==> config.mk <==
export PLATFORM = sky130hd
export DESIGN_NAME = uart_tx_fifo_ctrl
export DESIGN_NICKNAME = d
export VERILOG_FILES = /design/src/rtl/uart_pkg.sv /design/src/rtl/sync_fifo.sv /design/src/rtl/uart_tx_fifo_ctrl.sv
export SDC_FILE = /design/constraint.sdc
export NUM_CORES = 1
export LEC_CHECK = 0
export ABC_AREA = 1
export CORE_MARGIN = 3
export CORE_UTILIZATION = 45
export CTS_BUF_LIST = sky130_fd_sc_hd__clkbuf_2
export DETAILED_ROUTE_END_ITERATION = 10
export PLACE_DENSITY = 0.62
export SETUP_SLACK_MARGIN = 0.1
export SLEW_MARGIN = 5
export SYNTH_ARGS = -nofsm -noshare
export SYNTH_HDL_FRONTEND = slang
export SYNTH_HIERARCHICAL = 1
export SYNTH_SLANG_ARGS = --single-unit
==> constraint.sdc <==
create_clock -name clk -period 2.9 [get_ports clk]
set_input_delay 0.725 -clock clk [delete_from_list [all_inputs] [get_ports clk]]
set_output_delay 0.725 -clock clk [all_outputs]
set_load 0.01 [all_outputs]
==> src/rtl/uart_pkg.sv <==
// Shared definitions for the UART transmit path: default character width,
// FIFO sizing and the transmit sequencer state encoding.
package uart_pkg;

    localparam int DATA_W_DEF = 8;
    localparam int ADDR_W_DEF = 4;

    // Transmit sequencer states (2-bit encoding)
    typedef enum logic [1:0] {
        ST_IDLE  = 2'd0,
        ST_START = 2'd1,
        ST_WAIT  = 2'd2
    } tx_state_e;

endpackage

==> src/rtl/sync_fifo.sv <==
// Synchronous single-clock FIFO. Pointers carry one extra wrap bit so that
// occupancy is simply wr_ptr - rd_ptr; all flags derive from registered
// pointers only. Writes while full and reads while empty are ignored here.
module sync_fifo
    import uart_pkg::*;
#(
    parameter int DATA_W = DATA_W_DEF,
    parameter int ADDR_W = ADDR_W_DEF
) (
    input  logic              clk,
    input  logic              reset_n,
    input  logic              push_i,
    input  logic [DATA_W-1:0] wr_data_i,
    input  logic              pop_i,
    output logic [DATA_W-1:0] rd_data_o,
    output logic [ADDR_W:0]   count_o,
    output logic              full_o,
    output logic              empty_o
);

    localparam logic [ADDR_W:0] PTR_ONE = {{ADDR_W{1'b0}}, 1'b1};
    localparam logic [ADDR_W:0] DEPTH   = {1'b1, {ADDR_W{1'b0}}};

    logic [DATA_W-1:0] mem_q [2**ADDR_W];
    logic [ADDR_W:0]   wr_ptr_q, wr_ptr_d;
    logic [ADDR_W:0]   rd_ptr_q, rd_ptr_d;
    logic              wr_accept;
    logic              rd_accept;

    assign count_o   = wr_ptr_q - rd_ptr_q;
    assign full_o    = (count_o == DEPTH);
    assign empty_o   = (count_o == '0);
    assign wr_accept = push_i && !full_o;
    assign rd_accept = pop_i && !empty_o;
    assign rd_data_o = mem_q[rd_ptr_q[ADDR_W-1:0]];

    // Next pointer values: advance by one on an accepted access
    always_comb begin
        wr_ptr_d = wr_ptr_q;
        rd_ptr_d = rd_ptr_q;
        if (wr_accept) wr_ptr_d = wr_ptr_q + PTR_ONE;
        if (rd_accept) rd_ptr_d = rd_ptr_q + PTR_ONE;
    end

    // Pointer registers; resetting them discards any stored contents
    always_ff @(posedge clk or negedge reset_n) begin
        if (!reset_n) begin
            wr_ptr_q <= '0;
            rd_ptr_q <= '0;
        end else begin
            wr_ptr_q <= wr_ptr_d;
            rd_ptr_q <= rd_ptr_d;
        end
    end

    // Storage array, written only on an accepted push
    always_ff @(posedge clk) begin
        if (wr_accept) mem_q[wr_ptr_q[ADDR_W-1:0]] <= wr_data_i;
    end

endmodule

==> src/rtl/uart_tx_fifo_ctrl.sv <==
// Byte buffer and handshake sequencer in front of uart_transmitter. Bytes are
// queued in sync_fifo; a Moore FSM loads one byte into tx_din, pulses
// tx_start for one cycle, then waits for tx_done_tick before the next byte.
module uart_tx_fifo_ctrl
    import uart_pkg::*;
#(
    parameter int DATA_W = DATA_W_DEF,
    parameter int ADDR_W = ADDR_W_DEF
) (
    input  logic              clk,
    input  logic              reset_n,
    input  logic              wr_en,
    input  logic [DATA_W-1:0] wr_data,
    output logic              full,
    output logic              empty,
    output logic [ADDR_W:0]   count,
    output logic              overflow,
    input  logic              ovf_clr,
    output logic              busy,
    output logic [DATA_W-1:0] tx_din,
    output logic              tx_start,
    input  logic              tx_done_tick
);

    tx_state_e         state_q, state_d;
    logic [DATA_W-1:0] tx_din_q, tx_din_d;
    logic              ovf_q, ovf_d;
    logic              pop;
    logic [DATA_W-1:0] rd_data;

    sync_fifo #(
        .DATA_W (DATA_W),
        .ADDR_W (ADDR_W)
    ) u_fifo (
        .clk       (clk),
        .reset_n   (reset_n),
        .push_i    (wr_en),
        .wr_data_i (wr_data),
        .pop_i     (pop),
        .rd_data_o (rd_data),
        .count_o   (count),
        .full_o    (full),
        .empty_o   (empty)
    );

    // Sequencer next state, byte load and pop request
    always_comb begin
        state_d  = state_q;
        tx_din_d = tx_din_q;
        pop      = 1'b0;
        case (state_q)
            ST_IDLE: begin
                if (!empty) begin
                    pop      = 1'b1;
                    tx_din_d = rd_data;
                    state_d  = ST_START;
                end
            end
            ST_START: state_d = ST_WAIT;
            ST_WAIT:  if (tx_done_tick) state_d = ST_IDLE;
            default:  state_d = ST_IDLE;
        endcase
    end

    // Sticky overflow: a dropped write wins over a same-cycle clear
    always_comb begin
        ovf_d = ovf_q;
        if (wr_en && full) ovf_d = 1'b1;
        else if (ovf_clr)  ovf_d = 1'b0;
    end

    // Sequencer, transmit byte and overflow registers
    always_ff @(posedge clk or negedge reset_n) begin
        if (!reset_n) begin
            state_q  <= ST_IDLE;
            tx_din_q <= '0;
            ovf_q    <= 1'b0;
        end else begin
            state_q  <= state_d;
            tx_din_q <= tx_din_d;
            ovf_q    <= ovf_d;
        end
    end

    assign tx_start = (state_q == ST_START);
    assign busy     = (state_q != ST_IDLE);
    assign tx_din   = tx_din_q;
    assign overflow = ovf_q;

endmodule
# Word level (Yosys, flattened, before mapping)
# Memories as Yosys holds them, arrays and structs flattened. A register that Yosys moved wholly into a read port is not among the register bits.
# Index checks and enable logic that the tools add are counted.
[op_classes] mux=9 addsub=3 bitwise_logic=1 reduce_logical=12 eq_ne=5
[op_table] op="$add A5 B1 Y5 const B" n=2
[op_table] op="$mux W1" n=6
[op_table] op="$pmux W2 S3" n=1
[op_table] op="$eq A5 B5 Y1 const B" n=1
[op_table] op="$logic_not A5 Y1" n=1
[op_table] op="$sub A5 B5 Y5" n=1
[op_table] op="$mux W2" n=2
[op_table] op="$ne A2 B2 Y1 const B" n=2
[op_table] op="$reduce_and A2 Y1" n=2
[op_table] op="$reduce_bool A2 Y1" n=2
[op_table] op="$logic_and A1 B1 Y1" n=3
[op_table] op="$logic_not A1 Y1" n=3
[op_table] op="$eq A2 B1 Y1 const B" n=1
[op_table] op="$eq A2 B2 Y1 const B" n=1
[op_table] op="$logic_not A2 Y1" n=1
[op_table] op="$not A1 Y1" n=1
[word_totals] memories=1 ram_bits=128 regBits=13 elab_cells=35 out_inout_bits=18
[mem_list] memory="u_fifo.mem_q" words=16 word_bits=8 read_ports=1 rd_ports_with_merged_regs=1 write_ports=1 line_no="sync_fifo.sv:24" text="logic [DATA_W-1:0] mem_q [2**ADDR_W];"

# Logic depth before layout (Yosys ltp)
[logic_depth] ltp_word=6 ltp_mapped=16 depth_no_buf=16

# Modules after synthesis
# The synthesis kept the hierarchy.
[by_module_without_submodules] module="sync_fifo" area_each_um2=6004.5 cells_each=528 instances=1
[by_module_without_submodules] module="uart_tx_fifo_ctrl" area_each_um2=456.7 cells_each=48 instances=1

# Worst setup path after synthesis
# Ideal clock, no wire load.
[synth_timing] path_type="reg-to-output" from="register u_fifo.wr_ptr_q[0]" to="output port empty" arrival_time_ns=1.962 setup_slack_ns=0.213 path_stages_with_launch=9 cell_sequence="dfrtp_1 -> inv_1 -> ha_1 -> inv_1 -> fa_1 -> or2_1 -> nor2_2 -> nand3_2 -> inv_1"
[synth_via] elab_chain_cells=2
[synth_rtl] item="from (decl)" line_no="sync_fifo.sv:25" text="logic [ADDR_W:0] wr_ptr_q, wr_ptr_d;"
[synth_rtl] item="from (signal assigned)" line_no="sync_fifo.sv:51" text="wr_ptr_q <= wr_ptr_d;"
[synth_rtl] item="$sub A5 B5 Y5" line_no="sync_fifo.sv:30" text="assign count_o = wr_ptr_q - rd_ptr_q;"
[synth_rtl] item="net count[1]" line_no="uart_tx_fifo_ctrl.sv:16" text="output logic [ADDR_W:0] count,"
[synth_rtl] item="$logic_not A5 Y1" line_no="sync_fifo.sv:32" text="assign empty_o = (count_o == '0);"
[synth_rtl] item="to (decl)" line_no="uart_tx_fifo_ctrl.sv:15" text="output logic empty,"
# The timed path passes the listed nets, and every way through them passes these cells.

# Worst setup path in the final report
[layout_timing] from="register u_fifo.wr_ptr_q[0]" to="output port empty"
[layout_via] elab_chain_cells=2
[layout_rtl] item="$sub A5 B5 Y5" line_no="sync_fifo.sv:30"
[layout_rtl] item="$logic_not A5 Y1" line_no="sync_fifo.sv:32"
# Every way passes these cells.

==> impl_metrics.env <==
export IMPL_cp_top_family="buffers and inverters"
export IMPL_numCtsBuffers=17
export IMPL_syn_area_um2=6460
export IMPL_die_h_um=126
export IMPL_hpwl_um=8860
export IMPL_rsz0062_at_grt="yes"
export IMPL_synthTopCellsByArea="edfxtp_1 59%, dfrtp_1 8.1%, nand2_1 5.8%, nor2_1 5.5%, o21ai_0 5.1%"
export IMPL_wire_per_inst_um=17.4
export IMPL_setup_slack_ps=-375
export IMPL_yosys_area_top_type="edfxtp_1"
export IMPL_fin_skew_ps=22.2
export IMPL_vdd_drop_max_v=0.000482
export IMPL_grt_max_degree=69
export IMPL_yosys_top_cells_count="128 x edfxtp_1, 100 x nand2_1, 94 x nor2_1"
export IMPL_htreeDepth=4
export IMPL_io_buffers=30
export IMPL_synth_edf_count=128
export IMPL_min_period_over_period_pct=113
export IMPL_yosys_most_used_dff="edfxtp_1"
export IMPL_antenna_found_initial=0
export IMPL_grt_pass1_wl_um=23500
export IMPL_finalMaxSlewViolations=0
export IMPL_track_usage_pct=19.3
export IMPL_cts_tree="done"
export IMPL_rows=43
export IMPL_synth_top_cell_area_share_pct=59.5
export IMPL_clk_pin_slew_ps=190
export IMPL_clock_sinks=149
export IMPL_synthArstFlopShare_pct=14.1
export IMPL_slew_limit_headroom_pct=51.9
export IMPL_p_leak_nw=2.94
export IMPL_fmax_mhz=305
export IMPL_fill_cells=1195
export IMPL_yosysMostFrequentCell="edfxtp_1"
export IMPL_power_mw=8.09
export IMPL_dp_cells=782
export IMPL_synth_cell_types=29
export IMPL_antenna_cells=0
export IMPL_ys_warnings_count=6
export IMPL_clkLatencyLatePin_ps=680
export IMPL_cp_slowest_cell="dfrtp_1"
export IMPL_ys_seq_area_share_pct=67.6
export IMPL_fp_dieW_um=126
export IMPL_p_per_area_nw_per_um2=1040
export IMPL_max_stage_delay_ps=430
export IMPL_cts_hold_buf=0
export IMPL_syn_nets=599
export IMPL_core_area_um2=14000
export IMPL_vias=4450
export IMPL_drc=0
export IMPL_clockBufferDepth=2
export IMPL_cp_arrival_ps=2550
export IMPL_detail_route_antenna_nets=0
export IMPL_hp_class="input pin to asynchronous set/reset pin"
export IMPL_syn_to_final_growth_pct=20.5
export IMPL_critPathKind="register to output port"
export IMPL_ys_ff_latch=149
export IMPL_tns_ps=-987
export IMPL_overflow=0
export IMPL_die_area_um2=15800
export IMPL_critPathMaxFanout=2
export IMPL_ioPinCount=31
export IMPL_hold_worst_slack_ps=359
export IMPL_final_instance_count_excl_fill=843
export IMPL_setup_viol=4
export IMPL_wl_um=14700
export IMPL_violations="negative setup slack"
export IMPL_status="finished, violations left"
export IMPL_finalNetCount=674
export IMPL_final_min_clock_period_ps=3280
export IMPL_gp_congestion=0.834
export IMPL_worst_slew_pin_slew_ps=720
export IMPL_postSynthCellCount=576
export IMPL_drive_gt1_share_pct=20.4
export IMPL_firstDrtPassIters=4
export IMPL_floorplan_initialDensity_pct=46.2
export IMPL_synth_avg_cell_area_um2=11.2
export IMPL_hold_viol_final=0
export IMPL_critPathBufInv=6
export IMPL_cp_end_kind="output port"
export IMPL_crit_path_cell_trace="inv_2 > ha_4 > inv_4 > fa_2 > buf_4 > xor2_2 > buf_4 > nor2_4 > nand3_2 > inv_2 > buf_6"
export IMPL_drtIter0Drc=248
export IMPL_cp_start_kind="register"
export IMPL_cts_root_buffer="clkbuf_2"
export IMPL_max_cap_viol_count=0
export IMPL_grt_pass1_vias=4406
export IMPL_routed_via_density=5.28
export IMPL_cp_data_required_time_ps=2170
-- where the power goes --
part	internal (mW)	switching, mW	leakage (nW)	total (mW)
Sequential	2.65	0.135	1.41	2.78
Clock	0.650	0.681	0.167	1.33
Combinational	1.66	2.31	1.36	3.98
Total	4.96	3.13	2.94	8.09
-- worst register-to-register path, stage by stage, from the launching register on --
cell and delay (ps):
dfrtp_1 430, inv_2 80, ha_4 140, inv_4 40
fa_2 380, buf_4 150, xor2_2 130, buf_4 140
nor2_4 40, nand3_4 80, buf_4 110, buf_6 140
nand2_8 120, buf_6 170, nor2_4 260
-- worst paths after layout --
| path | from | endpoint | slack, ps | cells past startpoint |
|---|---|---|---|---|
| min in group clk | tx_din[3]$_DFFE_PN0P_ | tx_din[3]$_DFFE_PN0P_ | 500 | 2 |
| worst min register to register | tx_din[3]$_DFFE_PN0P_ | tx_din[3]$_DFFE_PN0P_ | 500 | 2 |
| worst max register to register | u_fifo/wr_ptr_q[0]$_DFFE_PN0P_ | u_fifo/mem_q[10][5]$_DFFE_PP_ | 190 | 14 |
| max in group asynchronous | reset_n | state_q[1]$_DFFE_PN0P_ | 2310 | 2 |
| worst min-delay path | reset_n | u_fifo/wr_ptr_q[3]$_DFFE_PN0P_ | 360 | 2 |
| worst max-delay path | u_fifo/wr_ptr_q[0]$_DFFE_PN0P_ | empty | -380 | 11 |
-- placed cells by master (no fill, tap or decap), drive strengths merged, types with 2 or more instances in the layout --
cell type      count
inv               38
nand3             36
clkbuf            20
bufinv             5
clkdlybuf4s50     23
a21oi              2
xor2               5
ha                 9
dfrtp             21
nor2             106
nand2            104
o22ai             16
or2                2
edfxtp           128
buf               55
clkinv             7
o211ai            16
o21ai             66
-- state kept, by name (all words and copies together) (netlist names) --
signal and flops:
state_q 2, u_fifo/wr_ptr_q 5, u_fifo/rd_ptr_q 5, tx_din 8, u_fifo/mem_q 128, overflow 1
-- what timing repair did --
| action | CTS | global route |
|---|---|---|
| endpoints found under the setup margin | 39 | 121 |
| gates resized for setup | 66 | 26 |
| setup buffers | 27 | 9 |
| pin swaps | 13 | 14 |
-- cell type report --
class,count,area [um2],area share (%)
flip-flops and latches,149,4380,56.2
multi-input cells,364,2040,26.2
repair buffers,79,709,9.11
well taps,180,225,2.89
clock inverters,11,183,2.35
inverters,40,156,2.01
clock buffers,20,100,1.29
-- logic make-up (layout without fill, tap and decap cells) --
logic type	count (synthesis)	count (layout)	synth area share (%)
flip-flops	149	149	67.6
adder cells (fa/ha/maj)	10	10	2.05
AO/OA/AOI/OAI	100	100	8.68
AND/OR/NAND/NOR	249	249	16.7
XOR/XNOR	5	5	0.794
buffers and inverters	63	150	4.14
-- through the flow --
stage	util, %	worst slack (ps)	cell area, um2
floorplan	-	213	6460
finish	55.7	-375	7790
CTS	54.5	-333	7620
detailed placement	50.2	-99.3	7020
global route	55.7	-559	7790
global placement	50.2	-66.0	7020
-- per-layer routing --
metal  vias to the layer above  wire, um  global-route usage [%]  share of wire, %
met5                         -         0                       0                 0
met2                       137      6970                    30.2                48
met1                      2147      6290                    26.2                43
li1                       2142         -                       -                 -
met3                        24       921                    4.45               6.3
met4                         0       473                    8.33               3.2
Power figures use the tool's default switching activity.
